### config.mk
export PLATFORM = sky130hd
export DESIGN_NAME = led_bcm_scan_ctrl
export DESIGN_NICKNAME = d
export VERILOG_FILES = /design/src/rtl/led_bcm_scan_ctrl.sv
export SDC_FILE = /design/constraint.sdc
export NUM_CORES = 1
export LEC_CHECK = 0
export BUFFER_PORTS_ARGS = -buffer_cell sky130_fd_sc_hd__buf_2
export CORE_ASPECT_RATIO = 1.2
export CORE_MARGIN = 5
export CORE_UTILIZATION = 45
export CTS_CLUSTER_SIZE = 16
export DETAILED_ROUTE_END_ITERATION = 16
export PLACE_DENSITY = 0.62
export SLEW_MARGIN = 0
export SYNTH_ARGS = -nofsm -noshare
export SYNTH_HDL_FRONTEND = slang
export SYNTH_SLANG_ARGS = --single-unit
### constraint.sdc
create_clock -name clk -period 20 [get_ports clk]
set_clock_uncertainty 0.1 [all_clocks]
set_input_delay 6 -clock clk [delete_from_list [all_inputs] [get_ports clk]]
set_output_delay 6 -clock clk [all_outputs]
set_load 0.02 [all_outputs]
### src/rtl/led_bcm_scan_ctrl.sv
// HUB75 BCM scan controller: shifts the next row/bit slot while the current one is displayed.
// Optional build macro LEDDRV_ROW_INTERLEAVE_EN: rows run even-ascending then odd-ascending in each plane.
module led_bcm_scan_ctrl #(
  parameter int unsigned CHAIN_WIDTH  = 64,
  parameter int unsigned SCAN_ROWS    = 16,
  parameter int unsigned DATA_WIDTH   = 8,
  parameter int unsigned BASE_CYCLES  = 256,
  parameter int unsigned SCLK_DIV     = 1,
  parameter int unsigned BLANK_CYCLES = 4,
  parameter int unsigned BRIGHT_W     = 8,
  localparam int unsigned COL_W  = (CHAIN_WIDTH > 1) ? $clog2(CHAIN_WIDTH) : 1,
  localparam int unsigned ROW_AW = (SCAN_ROWS > 1) ? $clog2(SCAN_ROWS) : 1,
  localparam int unsigned BIT_W  = (DATA_WIDTH > 1) ? $clog2(DATA_WIDTH) : 1
) (
  input  logic                clk,
  input  logic                rst,
  input  logic                enable,
  input  logic [BRIGHT_W-1:0] brightness,
  input  logic                pix_valid,
  output logic                pix_ready,
  output logic [COL_W-1:0]    col_idx,
  output logic [ROW_AW-1:0]   fetch_row,
  output logic [BIT_W-1:0]    fetch_bit,
  output logic                sclk,
  output logic                latch,
  output logic                oe_n,
  output logic [ROW_AW-1:0]   row_addr,
  output logic                frame_start,
  output logic                busy
);

  localparam int unsigned TMR_W  = $clog2((BASE_CYCLES << (DATA_WIDTH - 1)) + 1);
  localparam int unsigned DIV_W  = (SCLK_DIV > 1) ? $clog2(SCLK_DIV) : 1;
  localparam int unsigned BLK_W  = (BLANK_CYCLES > 1) ? $clog2(BLANK_CYCLES) : 1;
  localparam int unsigned PROD_W = TMR_W + BRIGHT_W + 1;

  typedef enum logic [2:0] {SH_OFF, SH_IDLE, SH_REQ, SH_LOW, SH_HIGH, SH_DONE} sh_state_t;
  typedef enum logic [1:0] {DSP_IDLE, DSP_ON, DSP_BLANK, DSP_LATCH} dsp_state_t;

  sh_state_t           r_sh;
  dsp_state_t          r_dsp;
  logic                r_pix_ready, r_sclk, r_latch, r_oe_n, r_frame_start, r_busy;
  logic [COL_W-1:0]    r_col;
  logic [ROW_AW-1:0]   r_fetch_row, r_row_addr;
  logic [BIT_W-1:0]    r_fetch_bit, r_row_bit;
  logic [DIV_W-1:0]    r_div_cnt;
  logic [BLK_W-1:0]    r_blank_cnt;
  logic [TMR_W-1:0]    r_timer;
  logic [BRIGHT_W-1:0] r_bright_q;

  logic [TMR_W-1:0]    w_period, w_timer_nx;
  logic [PROD_W-1:0]   w_on_lim;
  logic                w_expired, w_row_wrap, w_frame_wrap;
  logic [ROW_AW-1:0]   w_next_row;
  logic [BIT_W-1:0]    w_next_bit;

  // Slot period and brightness-scaled on-time for the plane being displayed
  assign w_period   = TMR_W'(BASE_CYCLES) << r_row_bit;
  assign w_on_lim   = ((PROD_W'(r_bright_q) + PROD_W'(1)) * PROD_W'(w_period)) >> BRIGHT_W;
  assign w_expired  = (r_timer == w_period - TMR_W'(1));
  assign w_timer_nx = r_timer + TMR_W'(1);

  // Next slot to shift: rows inner, bit planes outer
  always_comb begin
    w_row_wrap = 1'b0;
    w_next_row = r_fetch_row + ROW_AW'(1);
`ifdef LEDDRV_ROW_INTERLEAVE_EN
    if (32'(r_fetch_row) + 32'd2 < SCAN_ROWS) begin
      w_next_row = r_fetch_row + ROW_AW'(2);
    end else if (!r_fetch_row[0] && SCAN_ROWS > 1) begin
      w_next_row = ROW_AW'(1);
    end else begin
      w_next_row = '0;
      w_row_wrap = 1'b1;
    end
`else
    if (32'(r_fetch_row) == SCAN_ROWS - 1) begin
      w_next_row = '0;
      w_row_wrap = 1'b1;
    end
`endif
    w_next_bit = r_fetch_bit;
    if (w_row_wrap) begin
      w_next_bit = (32'(r_fetch_bit) == DATA_WIDTH - 1) ? '0 : r_fetch_bit + BIT_W'(1);
    end
  end

  assign w_frame_wrap = w_row_wrap && (32'(r_fetch_bit) == DATA_WIDTH - 1);

  always_ff @(posedge clk or posedge rst) begin
    if (rst) begin
      r_sh <= SH_OFF;       r_dsp <= DSP_IDLE;
      r_pix_ready <= 1'b0;  r_sclk <= 1'b0;        r_latch <= 1'b0;
      r_oe_n <= 1'b1;       r_frame_start <= 1'b0; r_busy <= 1'b0;
      r_col <= '0;          r_fetch_row <= '0;     r_fetch_bit <= '0;
      r_row_addr <= '0;     r_row_bit <= '0;       r_div_cnt <= '0;
      r_blank_cnt <= '0;    r_timer <= '0;         r_bright_q <= '0;
    end else if (!enable) begin
      r_sh <= SH_OFF;       r_dsp <= DSP_IDLE;
      r_pix_ready <= 1'b0;  r_sclk <= 1'b0;        r_latch <= 1'b0;
      r_oe_n <= 1'b1;       r_frame_start <= 1'b0; r_busy <= 1'b0;
      r_col <= '0;          r_fetch_row <= '0;     r_fetch_bit <= '0;
      r_row_addr <= '0;     r_row_bit <= '0;       r_div_cnt <= '0;
      r_blank_cnt <= '0;    r_timer <= '0;
    end else begin
      r_frame_start <= 1'b0;
      r_latch       <= 1'b0;

      // The accept cycle in SH_REQ already holds sclk low, so it counts toward the low phase
      case (r_sh)
        SH_OFF: begin
          r_sh   <= SH_IDLE;
          r_busy <= 1'b1;
        end
        SH_IDLE: begin
          r_sh          <= SH_REQ;
          r_pix_ready   <= 1'b1;
          r_frame_start <= 1'b1;
          r_bright_q    <= brightness;
        end
        SH_REQ: begin
          if (pix_valid && r_pix_ready) begin
            r_pix_ready <= 1'b0;
            if (SCLK_DIV <= 1) begin
              r_sh      <= SH_HIGH;
              r_sclk    <= 1'b1;
              r_div_cnt <= '0;
            end else begin
              r_sh      <= SH_LOW;
              r_div_cnt <= DIV_W'(1);
            end
          end
        end
        SH_LOW: begin
          if (32'(r_div_cnt) >= SCLK_DIV - 1) begin
            r_sh      <= SH_HIGH;
            r_sclk    <= 1'b1;
            r_div_cnt <= '0;
          end else begin
            r_div_cnt <= r_div_cnt + DIV_W'(1);
          end
        end
        SH_HIGH: begin
          if (32'(r_div_cnt) >= SCLK_DIV - 1) begin
            r_sclk    <= 1'b0;
            r_div_cnt <= '0;
            if (32'(r_col) == CHAIN_WIDTH - 1) begin
              r_col <= '0;
              r_sh  <= SH_DONE;
            end else begin
              r_col       <= r_col + COL_W'(1);
              r_sh        <= SH_REQ;
              r_pix_ready <= 1'b1;
            end
          end else begin
            r_div_cnt <= r_div_cnt + DIV_W'(1);
          end
        end
        SH_DONE: r_sh <= SH_DONE;
        default: r_sh <= SH_OFF;
      endcase

      // Display side; the latch step also hands the shifter its next slot
      case (r_dsp)
        DSP_IDLE: begin
          r_oe_n <= 1'b1;
          if (r_sh == SH_DONE) begin
            r_dsp       <= DSP_BLANK;
            r_blank_cnt <= '0;
          end
        end
        DSP_ON: begin
          if (w_expired) begin
            r_oe_n <= 1'b1;
            if (r_sh == SH_DONE) begin
              r_dsp       <= DSP_BLANK;
              r_blank_cnt <= '0;
            end
          end else begin
            r_timer <= w_timer_nx;
            r_oe_n  <= !(PROD_W'(w_timer_nx) < w_on_lim);
          end
        end
        DSP_BLANK: begin
          r_oe_n <= 1'b1;
          if (32'(r_blank_cnt) >= BLANK_CYCLES - 1) begin
            r_dsp       <= DSP_LATCH;
            r_latch     <= 1'b1;
            r_row_addr  <= r_fetch_row;
            r_row_bit   <= r_fetch_bit;
            r_timer     <= '0;
            r_sh        <= SH_REQ;
            r_pix_ready <= 1'b1;
            r_fetch_row <= w_next_row;
            r_fetch_bit <= w_next_bit;
            if (w_frame_wrap) begin
              r_frame_start <= 1'b1;
              r_bright_q    <= brightness;
            end
          end else begin
            r_blank_cnt <= r_blank_cnt + BLK_W'(1);
          end
        end
        DSP_LATCH: begin
          r_dsp  <= DSP_ON;
          r_oe_n <= !(PROD_W'(0) < w_on_lim);
        end
        default: r_dsp <= DSP_IDLE;
      endcase
    end
  end

  assign pix_ready   = r_pix_ready;
  assign col_idx     = r_col;
  assign fetch_row   = r_fetch_row;
  assign fetch_bit   = r_fetch_bit;
  assign sclk        = r_sclk;
  assign latch       = r_latch;
  assign oe_n        = r_oe_n;
  assign row_addr    = r_row_addr;
  assign frame_start = r_frame_start;
  assign busy        = r_busy;

endmodule

# Word level (Yosys, flattened, before mapping)
# Index checks and enable logic that the tools add are counted.
# op_classes
add_sub_neg,7
n_mul,1
div,0
order_cmp,3
eq_ne,25
shift,1
n_mux,65
bitwise,0
n_reduce_logical,13
# ops
op,count
$mux 16,3
$mux 3,13
$mux 8,4
$pmux 16 s2,1
$mux 4,7
$mul 9x16->25,1
$mux 1,20
$mux 6,3
$pmux 3 s6,1
$lt 1x17->1 const A,1
$lt 16x17->1,1
$add 16x1->16 const B,1
$eq 16x16->1,1
$mux 2,8
$shl 9x3->16 const A,1
$sub 16x1->16 const B,1
$ne 3x3->1 const B,5
$ne 2x1->1 const B,5
$add 8x1->9 const B,1
$eq 3x3->1 const B,3
$pmux 1 s3,3
$reduce_and 3->1,3
$ne 4x1->1 const B,2
$pmux 2 s4,1
19 further kinds,25
# totals
reg_bits,57
latch_bits,0
ram_bits,0
rom_bits,0
in_bits,12
out_inout_bits,23
elab_cells,131
memories,0

# Depth between registers and ports, before layout
# logic_depth
ltp_word,7
ltp_mapped,29
depth_no_buf,28

# Worst setup path after synthesis
# OpenSTA, ideal clock, no wires.
# synth_path
path_type,input -> register
from,input enable
to,register r_timer[7]
setup_ns,0.129
arrival_time_ns,6.775
t_required_ns,19.771
setup_slack_ns,12.996
cell_stages,6
path_buffers,1
path_cell_list,and3_1 o41ai_1 clkbuf_1 nor2_1 o21ai_0 o21ai_0
# synth_between
elab_chain_cells,2
word_cells_on_any_way,5
classes_between,eq/ne: 3; mux: 1; reduce/logical: 1
# synth_lines
item,line,source
from (decl),17,"input logic enable,"
$ne 3x1->1 (no line) / $ne 3x3->1 (equally long branches),-,
$reduce_and 3->1 (no line),-,
to (signal assigned),180,r_timer <= w_timer_nx;
to (decl),48,logic [TMR_W-1:0] r_timer;
# Parallel ways exist; a longest one is shown, timed or not.
# A chain may end at the register's enable or synchronous reset.

==> flow_summary_export.csv <==
group,metric,value,unit
global_route,grt_pass1_wl,23100,um
drt,wl_met1,5700,um
placed_design,dp_slack,12210,ps
logic_synthesis,ys_ff_latch,57,
clock_tree,clk_latency,330,ps
clock_tree,root_buffer,"clkbuf_16",
drt,num_vias,4846,
logic_synthesis,synth_top_cell_area_share,23.7,%
pwr,p_int,0.000285,W
worst_setup_path,cp.arrival,7540,ps
logic_synthesis,yosys.area.top_type,"dfrtp_1",
clock_tree,tritoncts,"built",
global_route,grt_max_degree,58,
logic_synthesis,synth_edf_count,0,
die,start_util,45.3,%
global_route,gr-total-overflow,0,
drt,wl_met2,6920,um
finish,final_area,0.00649,mm^2
die,io_pins,35,
placed_design,dp_hpwl,10700,um
logic_synthesis,synth_top_family_by_area,"adder cells",
logic_synthesis,ys_top_cells_by_area,"dfrtp_1 24%, fa_1 15%, ha_1 13%, inv_1 4.9%, nor2_1 4.6%",
clock_tree,h-tree-depth,3,
clock_tree,cts.clk_slew.worst_paths,50,ps
sta,hold_viol_final,0,
logic_synthesis,synth.mux.area_fraction,2.20,%
pwr,power_frac_comb,31.3,%
worst_setup_path,end_kind,"flip-flop",
sta,finalSetupViolations,0,
pwr,max-vdd-ir-drop,52.1,uV
clock_tree,clk_path_buf_depth,2,
logic_synthesis,syn_inst,682,
drt,routed_via_density,5.54,
global_route,grt_pass1_vias,4890,
logic_synthesis,synthArstFlopShare,100,%
pwr,p_clk_share,36.3,%
drt,top_layer,"met4",
pwr,powerDensity,67.1,mW/mm^2
pwr,p_sw,0.000151,W
drt,first_iter_violations,196,
finish,finalNetCount,816,
logic_synthesis,synthSimpleGateAreaFrac,21.3,%
die,rows,46,
sta,rsz0062_at_grt,"no",
pwr,leakage,3.27,nW
sta,finalSetupTns,0,ps
flow_run,cap_violations,0,
pwr,p_sw_share,34.7,%
logic_synthesis,syn_area,0.00592,mm^2
worst_setup_path,worstPathRequired,20110,ps
status,status,"finished, final reports clean",
clock_tree,cts_buffers,9,
worst_setup_path,critPathKind,"in -> reg",
logic_synthesis,synth_compound_area_share,11.9,%
placed_design,globalplace.congestion,0.915,
drt,drc_errors,0,
logic_synthesis,synth_adder_area_share,27.2,%
die,die_y,136,um
logic_synthesis,yosysWarnings,0,
finish,drive_above_1_share,10.8,%
global_route,grt_usage,18.2,%
worst_setup_path,cp-start-kind,"primary input",
drt,drt-pass1-iter-count,5,
drt,wl_met3,553,um
drt,wire_per_inst,15.5,um
die,dieArea,0.0156,mm^2
logic_synthesis,synth.distinct_cells,60,
sta,setup_slack,12570,ps
drt,routed_wl,13500,um
global_route,antenna_found_initial,0,
finish,final_core_util,49.7,%
logic_synthesis,synth_xor_xnor_area_share,6.06,%
logic_synthesis,ys_top_cells_by_count,"77 x inv_1, 72 x nor2_1, 65 x nand2_1",
placed_design,numPortBuffers,34,
clock_tree,cts.sinks,57,
logic_synthesis,synth.net_count,797,
finish,insertedDiodeCount,0,
die,core,0.0131,mm^2
logic_synthesis,synth_most_common_cell,"inv_1",
min_path,worstHoldPathType,"reg -> reg",
pwr,seq_power_share,32.3,%
clock_tree,cts_setup_buffers,0,
logic_synthesis,ys_seq_area_share,24.1,%
worst_setup_path,crit_fanout,40,
clock_tree,cts.repair.resized,0,
sta,slew_violations,0,
logic_synthesis,synth_ff_type,"dfrtp_1",
placed_design,place_area,0.00618,mm^2
die,die_x,115,um
sta,fmax,0.135,GHz
sta,min_period,7430,ps
logic_synthesis,synth.avg_cell_area,8.69,um^2
clock_tree,ctsHoldBuffers,0,
finish,area_growth,9.52,%
drt,ant_nets,0,
sta,tightest_slew,742,ps
sta,max_slew_margin,50.1,%
sta,fin_crit_sh,37.1,%
## cell type report
class | instances | area (um^2)
clock inverter | 2 | 35.0
multi-input combinational | 520 | 4070
inverter | 77 | 289
tap | 168 | 210
sequential | 57 | 1430
clock buffer | 14 | 274
fill | 1258 | 6580
timing repair buffer | 36 | 185
## worst max-delay path, cell delays in order
cell	delay (ps)
buf_2	470
nor2b_1	650
mux2_2	410
## per-stage QoR
stage | hold WS (ps) | total power, W | std cells
5_1_grt | 401 | 0.000464 | 874
6_report | 386 | 0.000436 | 874
3_3_place_gp | 374 | 0.000279 | 858
2_1_floorplan | 396 | 0.000242 | 682
4_1_cts | 392 | 0.000441 | 874
3_5_place_dp | 379 | 0.000282 | 858
## cells by family (layout without fill, tap and decap cells)
kind of cell,count (synthesis),after routing
fa+ha+maj,103,103
buf+inv,105,129
flops,57,57
xor+xnor,41,41
compound gates,106,106
simple gates,258,258
mux,12,12
## worst paths after layout
check / startpoint / endpoint / slack, ps / cells after the start
max: enable / r_bright_q[7]$_DFFE_PP0P_ / 12570 / 3
min: sclk$_DFFE_PP0P_ / sclk$_DFFE_PP0P_ / 390 / 1
max reg2reg: r_row_bit[0]$_DFFE_PP0P_ / oe_n$_DFF_PP1_ / 12660 / 24
min reg2reg: sclk$_DFFE_PP0P_ / sclk$_DFFE_PP0P_ / 390 / 1
max in group asynchronous: rst / col_idx[2]$_DFFE_PP0N_ / 13520 / 3
min in group asynchronous: rst / frame_start$_DFF_PP0_ / 5770 / 3
## registers in the layout, indices dropped and copies added, names as in the netlist, 2 cells and up
register and count:
r_timer 16, fetch_bit 3, r_blank_cnt 2, r_row_bit 3
r_sh 3, r_dsp 2, col_idx 6, fetch_row 4
row_addr 4, r_bright_q 8
## placed cells by master, fill, tap and decap left out, types with 3 or more instances in the layout
master,netlist,routed
clkbuf_16,0,9
o21ai_0,31,31
buf_2,1,34
nand4_1,5,5
ha_1,60,60
nor3_1,6,6
and3_1,13,13
clkbuf_8,0,3
nor2b_1,13,13
nand2b_1,10,10
nand2_1,65,65
xor2_1,20,20
nand3_1,31,31
a21oi_1,21,21
dfrtp_1,56,56
nor2_1,72,72
nor3b_1,4,4
xnor2_1,21,21
or3_1,6,6
a21boi_0,12,12
mux2i_1,4,4
a21o_1,3,3
o21ai_1,7,7
and2_1,7,7
inv_1,77,76
fa_1,43,43
or2_2,10,10
mux2_2,8,8
nor4_1,5,5
o21a_1,5,5
## power by group through the flow
| stage | clock [W] | sequential (W) | combinational [W] |
|---|---|---|---|
| floorplan | 0 | 0.000138 | 0.000104 |
| global placement | 0 | 0.000143 | 0.000137 |
| detailed placement | 0 | 0.000143 | 0.000139 |
| CTS | 0.000161 | 0.000141 | 0.000139 |
| global route | 0.000165 | 0.000143 | 0.000156 |
| finish | 0.000158 | 0.000141 | 0.000137 |
## routing by layer
metal | track usage, % | vias up
li1 | - | 2316
met1 | 22.6 | 2378
met2 | 31.7 | 124
met3 | 3.13 | 28
met4 | 6.59 | 0
met5 | 0 | -
No activity file was read; power rests on OpenSTA's default activity.
